[src/rtl/filter_pkg.sv]
// Shared definitions for the 3x3 line-buffer filter and its line feeder.
package filter_pkg;

  localparam int unsigned PIX_W                = 16;
  localparam int unsigned CURSOR_W             = 10;
  localparam int unsigned DEFAULT_BLOCK_LENGTH = 720;

  localparam logic [2:0] StIdle  = 3'd0;
  localparam logic [2:0] StWrite = 3'd1;
  localparam logic [2:0] StGap   = 3'd2;
  localparam logic [2:0] StRdSet = 3'd3;
  localparam logic [2:0] StRdOut = 3'd4;

endpackage

[src/rtl/filter_line_feeder.sv]
// Writes raw lines into the 3x3 filter, then walks the cursor back across the line and
// forwards each settled filtered pixel downstream on a valid/ready port.
module filter_line_feeder
  import filter_pkg::*;
#(
  parameter int unsigned BLOCK_LENGTH = DEFAULT_BLOCK_LENGTH,
  parameter int unsigned PRIME_LINES  = 2,
  parameter int unsigned RD_SETTLE    = 3
) (
  input  logic                clk,
  input  logic                reset_n,
  input  logic [PIX_W-1:0]    s_data,
  input  logic                s_valid,
  input  logic                s_sof,
  output logic                s_ready,
  output logic [PIX_W-1:0]    f_d_in,
  output logic                f_wren,
  output logic [CURSOR_W-1:0] f_cursor,
  input  logic [PIX_W-1:0]    f_d_out,
  input  logic                f_d_rdy,
  output logic [PIX_W-1:0]    m_data,
  output logic                m_valid,
  output logic                m_last,
  input  logic                m_ready,
  output logic                sof_err
);

  localparam int unsigned SettleW = (RD_SETTLE > 3) ? $clog2(RD_SETTLE + 1) : 2;
  localparam int unsigned LcW     = $clog2(PRIME_LINES + 2);

  localparam logic [CURSOR_W-1:0] LastIdx    = CURSOR_W'(BLOCK_LENGTH - 1);
  localparam logic [SettleW-1:0]  SettleInit = SettleW'(RD_SETTLE);
  localparam logic [LcW-1:0]      LcMax      = LcW'(PRIME_LINES + 1);
  localparam logic [LcW-1:0]      LcPrime    = LcW'(PRIME_LINES);

  logic [2:0]          state_q, state_d;
  logic [CURSOR_W-1:0] wr_idx_q, wr_idx_d;
  logic [CURSOR_W-1:0] rd_idx_q, rd_idx_d;
  logic [LcW-1:0]      line_cnt_q, line_cnt_d;
  logic [SettleW-1:0]  settle_q, settle_d;
  logic                s_ready_q, s_ready_d;
  logic                f_wren_q, f_wren_d;
  logic [CURSOR_W-1:0] f_cursor_q, f_cursor_d;
  logic [PIX_W-1:0]    f_d_in_q, f_d_in_d;
  logic [PIX_W-1:0]    m_data_q, m_data_d;
  logic                m_valid_q, m_valid_d;
  logic                m_last_q, m_last_d;
  logic                sof_err_q, sof_err_d;
  logic [LcW-1:0]      lc_inc;
  logic                accept;

  assign accept = (state_q == StWrite) && s_valid && s_ready_q;

  always_comb begin
    state_d    = state_q;
    wr_idx_d   = wr_idx_q;
    rd_idx_d   = rd_idx_q;
    line_cnt_d = line_cnt_q;
    settle_d   = settle_q;
    s_ready_d  = s_ready_q;
    f_wren_d   = f_wren_q;
    f_cursor_d = f_cursor_q;
    f_d_in_d   = f_d_in_q;
    m_data_d   = m_data_q;
    m_valid_d  = m_valid_q;
    m_last_d   = m_last_q;
    sof_err_d  = 1'b0;
    lc_inc     = (line_cnt_q == LcMax) ? LcMax : line_cnt_q + LcW'(1);

    case (state_q)
      StIdle: begin
        if (s_valid) begin
          state_d    = StWrite;
          wr_idx_d   = '0;
          s_ready_d  = 1'b1;
          f_wren_d   = 1'b1;
          f_cursor_d = '0;
        end
      end
      StWrite: begin
        // f_wren stays high across stalls; the filter rotates rows on its rising edge.
        if (accept) begin
          f_d_in_d   = s_data;
          f_cursor_d = wr_idx_q;
          if (s_sof && (wr_idx_q == '0)) line_cnt_d = '0;
          if (s_sof && (wr_idx_q != '0)) sof_err_d = 1'b1;
          if (wr_idx_q == LastIdx) begin
            state_d   = StGap;
            s_ready_d = 1'b0;
            f_wren_d  = 1'b0;
          end else begin
            wr_idx_d = wr_idx_q + CURSOR_W'(1);
          end
        end
      end
      StGap: begin
        line_cnt_d = lc_inc;
        if (lc_inc > LcPrime) begin
          state_d    = StRdSet;
          rd_idx_d   = '0;
          f_cursor_d = '0;
          settle_d   = SettleInit;
        end else begin
          state_d = StIdle;
        end
      end
      StRdSet: begin
        // f_d_rdy is ignored until the cursor has had time to settle.
        if (settle_q != '0) begin
          settle_d = settle_q - SettleW'(1);
        end else if (f_d_rdy) begin
          m_data_d  = f_d_out;
          m_valid_d = 1'b1;
          m_last_d  = (rd_idx_q == LastIdx);
          state_d   = StRdOut;
        end
      end
      StRdOut: begin
        if (m_ready) begin
          m_valid_d = 1'b0;
          if (m_last_q) begin
            state_d = StIdle;
          end else begin
            rd_idx_d   = rd_idx_q + CURSOR_W'(1);
            f_cursor_d = rd_idx_q + CURSOR_W'(1);
            settle_d   = SettleInit;
            state_d    = StRdSet;
          end
        end
      end
      default: state_d = StIdle;
    endcase
  end

  always_ff @(posedge clk or negedge reset_n) begin
    if (!reset_n) begin
      state_q    <= StIdle;
      wr_idx_q   <= '0;
      rd_idx_q   <= '0;
      line_cnt_q <= '0;
      settle_q   <= '0;
      s_ready_q  <= 1'b0;
      f_wren_q   <= 1'b0;
      f_cursor_q <= '0;
      f_d_in_q   <= '0;
      m_data_q   <= '0;
      m_valid_q  <= 1'b0;
      m_last_q   <= 1'b0;
      sof_err_q  <= 1'b0;
    end else begin
      state_q    <= state_d;
      wr_idx_q   <= wr_idx_d;
      rd_idx_q   <= rd_idx_d;
      line_cnt_q <= line_cnt_d;
      settle_q   <= settle_d;
      s_ready_q  <= s_ready_d;
      f_wren_q   <= f_wren_d;
      f_cursor_q <= f_cursor_d;
      f_d_in_q   <= f_d_in_d;
      m_data_q   <= m_data_d;
      m_valid_q  <= m_valid_d;
      m_last_q   <= m_last_d;
      sof_err_q  <= sof_err_d;
    end
  end

  assign s_ready  = s_ready_q;
  assign f_wren   = f_wren_q;
  assign f_cursor = f_cursor_q;
  assign f_d_in   = f_d_in_q;
  assign m_data   = m_data_q;
  assign m_valid  = m_valid_q;
  assign m_last   = m_last_q;
  assign sof_err  = sof_err_q;

endmodule
[config.mk]
export PLATFORM = sky130hd
export DESIGN_NAME = filter_line_feeder
export DESIGN_NICKNAME = d
export VERILOG_FILES = /design/src/rtl/filter_pkg.sv /design/src/rtl/filter_line_feeder.sv
export SDC_FILE = /design/constraint.sdc
export NUM_CORES = 1
export LEC_CHECK = 0
export ABC_AREA = 1
export BUFFER_PORTS_ARGS = -buffer_cell sky130_fd_sc_hd__buf_2
export CAP_MARGIN = 25
export CORE_ASPECT_RATIO = 0.75
export CORE_MARGIN = 2
export CORE_UTILIZATION = 49
export CTS_CLUSTER_DIAMETER = 150
export DETAILED_ROUTE_END_ITERATION = 16
export GPL_ROUTABILITY_DRIVEN = 0
export MAX_ROUTING_LAYER = met4
export PLACE_DENSITY = 0.77
export SLEW_MARGIN = 40
export SYNTH_ARGS = -nofsm -noshare
export SYNTH_HDL_FRONTEND = slang
export SYNTH_SLANG_ARGS = --single-unit
[constraint.sdc]
create_clock -name clk -period 1.58 [get_ports clk]
set_input_delay 0.158 -clock clk [delete_from_list [all_inputs] [get_ports clk]]
set_output_delay 0.158 -clock clk [all_outputs]
set_load 0.02 [all_outputs]
# == After elaboration in Yosys (flattened, before gate mapping) ==
# Cells that the tools add are included.
# classes
multipliers,0
shifts,0
bitwise_logic,1
n_mux,39
eq_ne,18
div,0
n_reduce_logical,24
order_cmp,1
addsub,4
# op_table
operator,n
10-bit two-way mux,7
10-bit case mux with 2 select lines,2
10-bit case mux with 4 select lines,1
10-bit by 1-bit adder with 10-bit output (second input constant),2
10-bit equality test (second input constant),2
2-bit two-way mux,9
3-bit two-way mux,6
2-bit != test (second input constant),9
4-bit AND reduction,4
3-bit case mux with 5 select lines,1
6-bit AND reduction,2
10-bit zero test,1
10-bit nonzero test,1
2-bit nonzero test,5
1-bit two-way mux,9
3-bit by 2-bit equality test with 1-bit output (second input constant),2
2-bit case mux with 3 select lines,1
3-bit AND reduction,2
5-bit AND reduction,1
1-bit logical AND,4
2-bit by 1-bit != test with 1-bit output (second input constant),2
1-bit case mux with 2 select lines,2
2-bit case mux with 2 select lines,1
4-bit nonzero test,1
other kinds (10),10
# word_totals
rom_bits,0
ramBits,0
reg_bits,73
mem_count,0
latchBits,0
inputBits,38

# == Depth between registers and ports, before layout ==
# depth
word_depth,5
mapped_depth,11
depth_no_buf,9

# == Least setup slack after synthesis ==
# OpenSTA, ideal clock, no wires.
# synth_timing
kind,reg2reg
startpoint,register wr_idx_q[0]
endpoint,register wr_idx_q[0]
setup_time_ns,0.118
path_stages_with_launch,10
t_arrival_ns,1.357
slack_ns,0.104
path_cell_list,dfrtp_1 -> ha_1 -> nand3_1 -> inv_1 -> nand3_1 -> nand2_2 -> nand2_1 -> nand2_2 -> nand2_1 -> nand2_1
# synth_between
elab_chain_len,4
# synth_lines
item,line,text
from (decl),filter_line_feeder.sv:37,"logic [CURSOR_W-1:0] wr_idx_q, wr_idx_d;"
from (signal assigned),filter_line_feeder.sv:152,wr_idx_q <= wr_idx_d;
10-bit by 1-bit adder with 10-bit output,filter_line_feeder.sv:92,wr_idx_d = wr_idx_q + CURSOR_W'(1);
10-bit two-way mux,filter_line_feeder.sv:87,if (wr_idx_q == LastIdx) begin
10-bit two-way mux,filter_line_feeder.sv:82,if (accept) begin
10-bit case mux with 2 select lines,filter_line_feeder.sv:70,case (state_q)
# Several ways; a longest one is shown, not always the timed one. The select of a mux whose other input is x is not followed.
# A chain may end at the register's enable or synchronous reset.

# == Worst setup path after layout ==
# layout_timing
startpoint,register wr_idx_q[1]
endpoint,register wr_idx_q[0]
# layout_between
elab_chain_len,3
# layout_lines
item,line
10-bit equality test,filter_line_feeder.sv:87
2-bit != test (no line),-
4-bit AND reduction (no line),-
# Every way passes these cells.

==> results.json <==
{
  "diodes": 0,
  "cap_violations": 0,
  "seq_area_frac_synth": 0.502,
  "htreeDepth": 3,
  "yosysWarnings": 0,
  "cts.path.max_buffers": 2,
  "seq_area_um2": 1830,
  "grt_pass1_wl_um": 15200,
  "period_needed_ns": 1.51,
  "holdWs_ns": 0.00760,
  "synth_top_area_frac": 0.502,
  "die-area_um2": 8140,
  "row_count": 27,
  "clockRootBuffer": "clkbuf_8",
  "io_pins": 85,
  "drc": 0,
  "post-synth-top-area-cell": "dfrtp_1",
  "syn_area_per_cell_um2": 8.16,
  "outcome": "complete, no violations",
  "min_path_type": "primary input to flop",
  "dp_hpwl_um": 6130,
  "startpoint": "wr_idx_q[1]",
  "finalSetupViolCount": 0,
  "critical_path_class": "flop to flop",
  "async_reset_ff_frac": 1.00,
  "synth_edf_count": 0,
  "synthTopCellsByArea": "dfrtp_1, nand2_1, nand3_1",
  "powerDensity_nw_per_um2": 1540,
  "cp.arrival_ns": 1.76,
  "worstHoldStart": "f_d_out[9]",
  "synth_commonest_cells": "nand2_1, dfrtp_1, inv_1, nor2_1, nand3_1",
  "clk_pin_slew_ns": 0.08,
  "irDropWorstVdd_mv": 1.04,
  "p_leak_nw": 2.63,
  "worstReg2RegStart": "wr_idx_q[1]",
  "nFillCells": 590,
  "timing_hold_violations_final": 0,
  "cts_num_sinks": 73,
  "slew_violations": 0,
  "grt.total_usage": 0.239,
  "insertion_delay_ns": 0.36,
  "ant_nets": 0,
  "syn_nets": 488,
  "drive_gt1_frac": 0.306,
  "critPathRequiredTime_ns": 1.83,
  "grt_overflow": 0,
  "ys_ff_latch": 73,
  "die_h_um": 78.6,
  "critPathCaptureType": "flop",
  "io_buffers": 84,
  "antenna_found_initial": 0,
  "via_per_inst": 4.96,
  "startpoint_type": "flop",
  "path_max_fanout": 3,
  "synthCells": 446,
  "die_w_um": 104,
  "final_net_count": 612,
  "yosysUniqueCellTypes": 34,
  "syn2layout_area_growth_pct": 31.4,
  "multi_input_area_um2": 1670,
  "relSlewSlack": 0.736,
  "yosys_most_used_dff": "dfrtp_1",
  "wl_um": 9020,
  "cts_buffers": 9,
  "setup-tns-final_ns": 0,
  "post_drt_wl_per_cell_um": 13.3,
  "initialDrtViolationCount": 139,
  "tightest_slew_ns": 0.396,
  "start_util": 0.501,
  "grt_pass1_vias": 3248,
  "core_um2": 7260,
  "syn-cell-area_um2": 3640,
  "vias": 3350,
  "max_freq_mhz": 661,
  "synth.most_common_cell": "nand2_1",
  "grt_max_degree": 74,
  "cts_tree": "built",
  "period_share": 0.958,
  "dr.pass1.iters": 4,
  "clock_skew_ns": 0.0113
}
[area by class of cell]
type                    count  area share
well taps                 101      0.0264
flip-flops and latches     73       0.383
multi-input cells         321       0.348
clock buffers              10      0.0288
repair buffers            126       0.173
inverters                  39      0.0311
clock inverters             6     0.00916
[metal layers]
metal	GRT usage	vias up	wire length, µm
met2	0.378	107	4270
li1	-	1656	-
met3	0.0640	7	524
met1	0.311	1580	4170
met5	-	-	0
met4	0.0595	0	57
[power by group]
| group | internal [mW] | total (mW) | switching (mW) |
|---|---|---|---|
| registers | 2.39 | 2.71 | 0.318 |
| logic | 1.22 | 3.31 | 2.09 |
| clock network | 0.611 | 1.34 | 0.731 |
[state kept, by name, indices dropped and copies added, names as in the netlist]
register / cells
sof_err: 1
m_data: 16
m_valid: 1
rd_idx_q: 10
state_q: 3
m_last: 1
line_cnt_q: 2
f_wren: 1
settle_q: 2
wr_idx_q: 10
f_cursor: 10
f_d_in: 16
[worst max-delay path, stage by stage, from the launching register on]
cell and delay [ns]:
dfrtp_1 0.37, ha_2 0.21, nand3_2 0.09, inv_2 0.08, nand3_2 0.11, nand2_2 0.13, nand2_1 0.12, buf_4 0.16
nand4_1 0.08, nand2_1 0.06
[layout by cell type, fill, tap and decap left out, types with 5 or more instances in the layout]
| cell type | n |
|---|---|
| mux2_1 | 7 |
| nand2_1 | 176 |
| nand2_2 | 7 |
| nand4_1 | 10 |
| buf_2 | 84 |
| nor2_1 | 27 |
| mux2_2 | 9 |
| o21ai_0 | 13 |
| inv_1 | 30 |
| dfrtp_1 | 69 |
| clkbuf_8 | 10 |
| buf_4 | 21 |
| nor2_4 | 5 |
| dlygate4sd3_1 | 17 |
| nand3_1 | 23 |
| inv_2 | 8 |
| o21ai_1 | 7 |
[final timing paths]
| path | depth (start not counted) | endpoint | slack [ns] |
|---|---|---|---|
| max in group asynchronous | 3 | state_q[1] | 0.88 |
| worst max-delay path | 9 | wr_idx_q[0] | 0.07 |
| worst min-delay path | 2 | m_data[9] | 0.008 |
| worst min register to register | 2 | f_cursor[4] | 0.47 |
| min in group asynchronous | 3 | line_cnt_q[0] | 0.35 |
| worst max register to register | 9 | wr_idx_q[0] | 0.07 |
[what timing repair did]
| item | 4_1_cts | 5_1_grt |
|---|---|---|
| resized for setup | 0 | 30 |
| buffers inserted | 0 | 4 |
| hold buffers | 17 | 0 |
| endpoints found under the setup margin | 0 | 55 |
| hold endpoints to repair | 89 | 0 |
[kinds of logic after synthesis]
logic type	synth area share
AO/OA/AOI/OAI	0.0571
XOR/XNOR	0.00962
adder cells (fa/ha/maj)	0.0138
buffers and inverters	0.0646
flip-flops	0.502
multiplexers	0.0495
AND/OR/NAND/NOR	0.304
[metrics by stage]
step	power [mW]	area, µm²	cells	utilization	setup WS, ns
6_report	7.36	4780	676	0.658	0.0666
5_1_grt	7.84	4780	676	0.658	-0.00928
4_1_cts	7.15	4660	672	0.641	0.00115
3_5_place_dp	5.75	4310	639	0.593	0.0179
3_3_place_gp	5.64	4310	639	0.593	0.131
2_1_floorplan	4.65	3640	446	-	0.104
No activity file was read; power rests on OpenSTA's default activity.
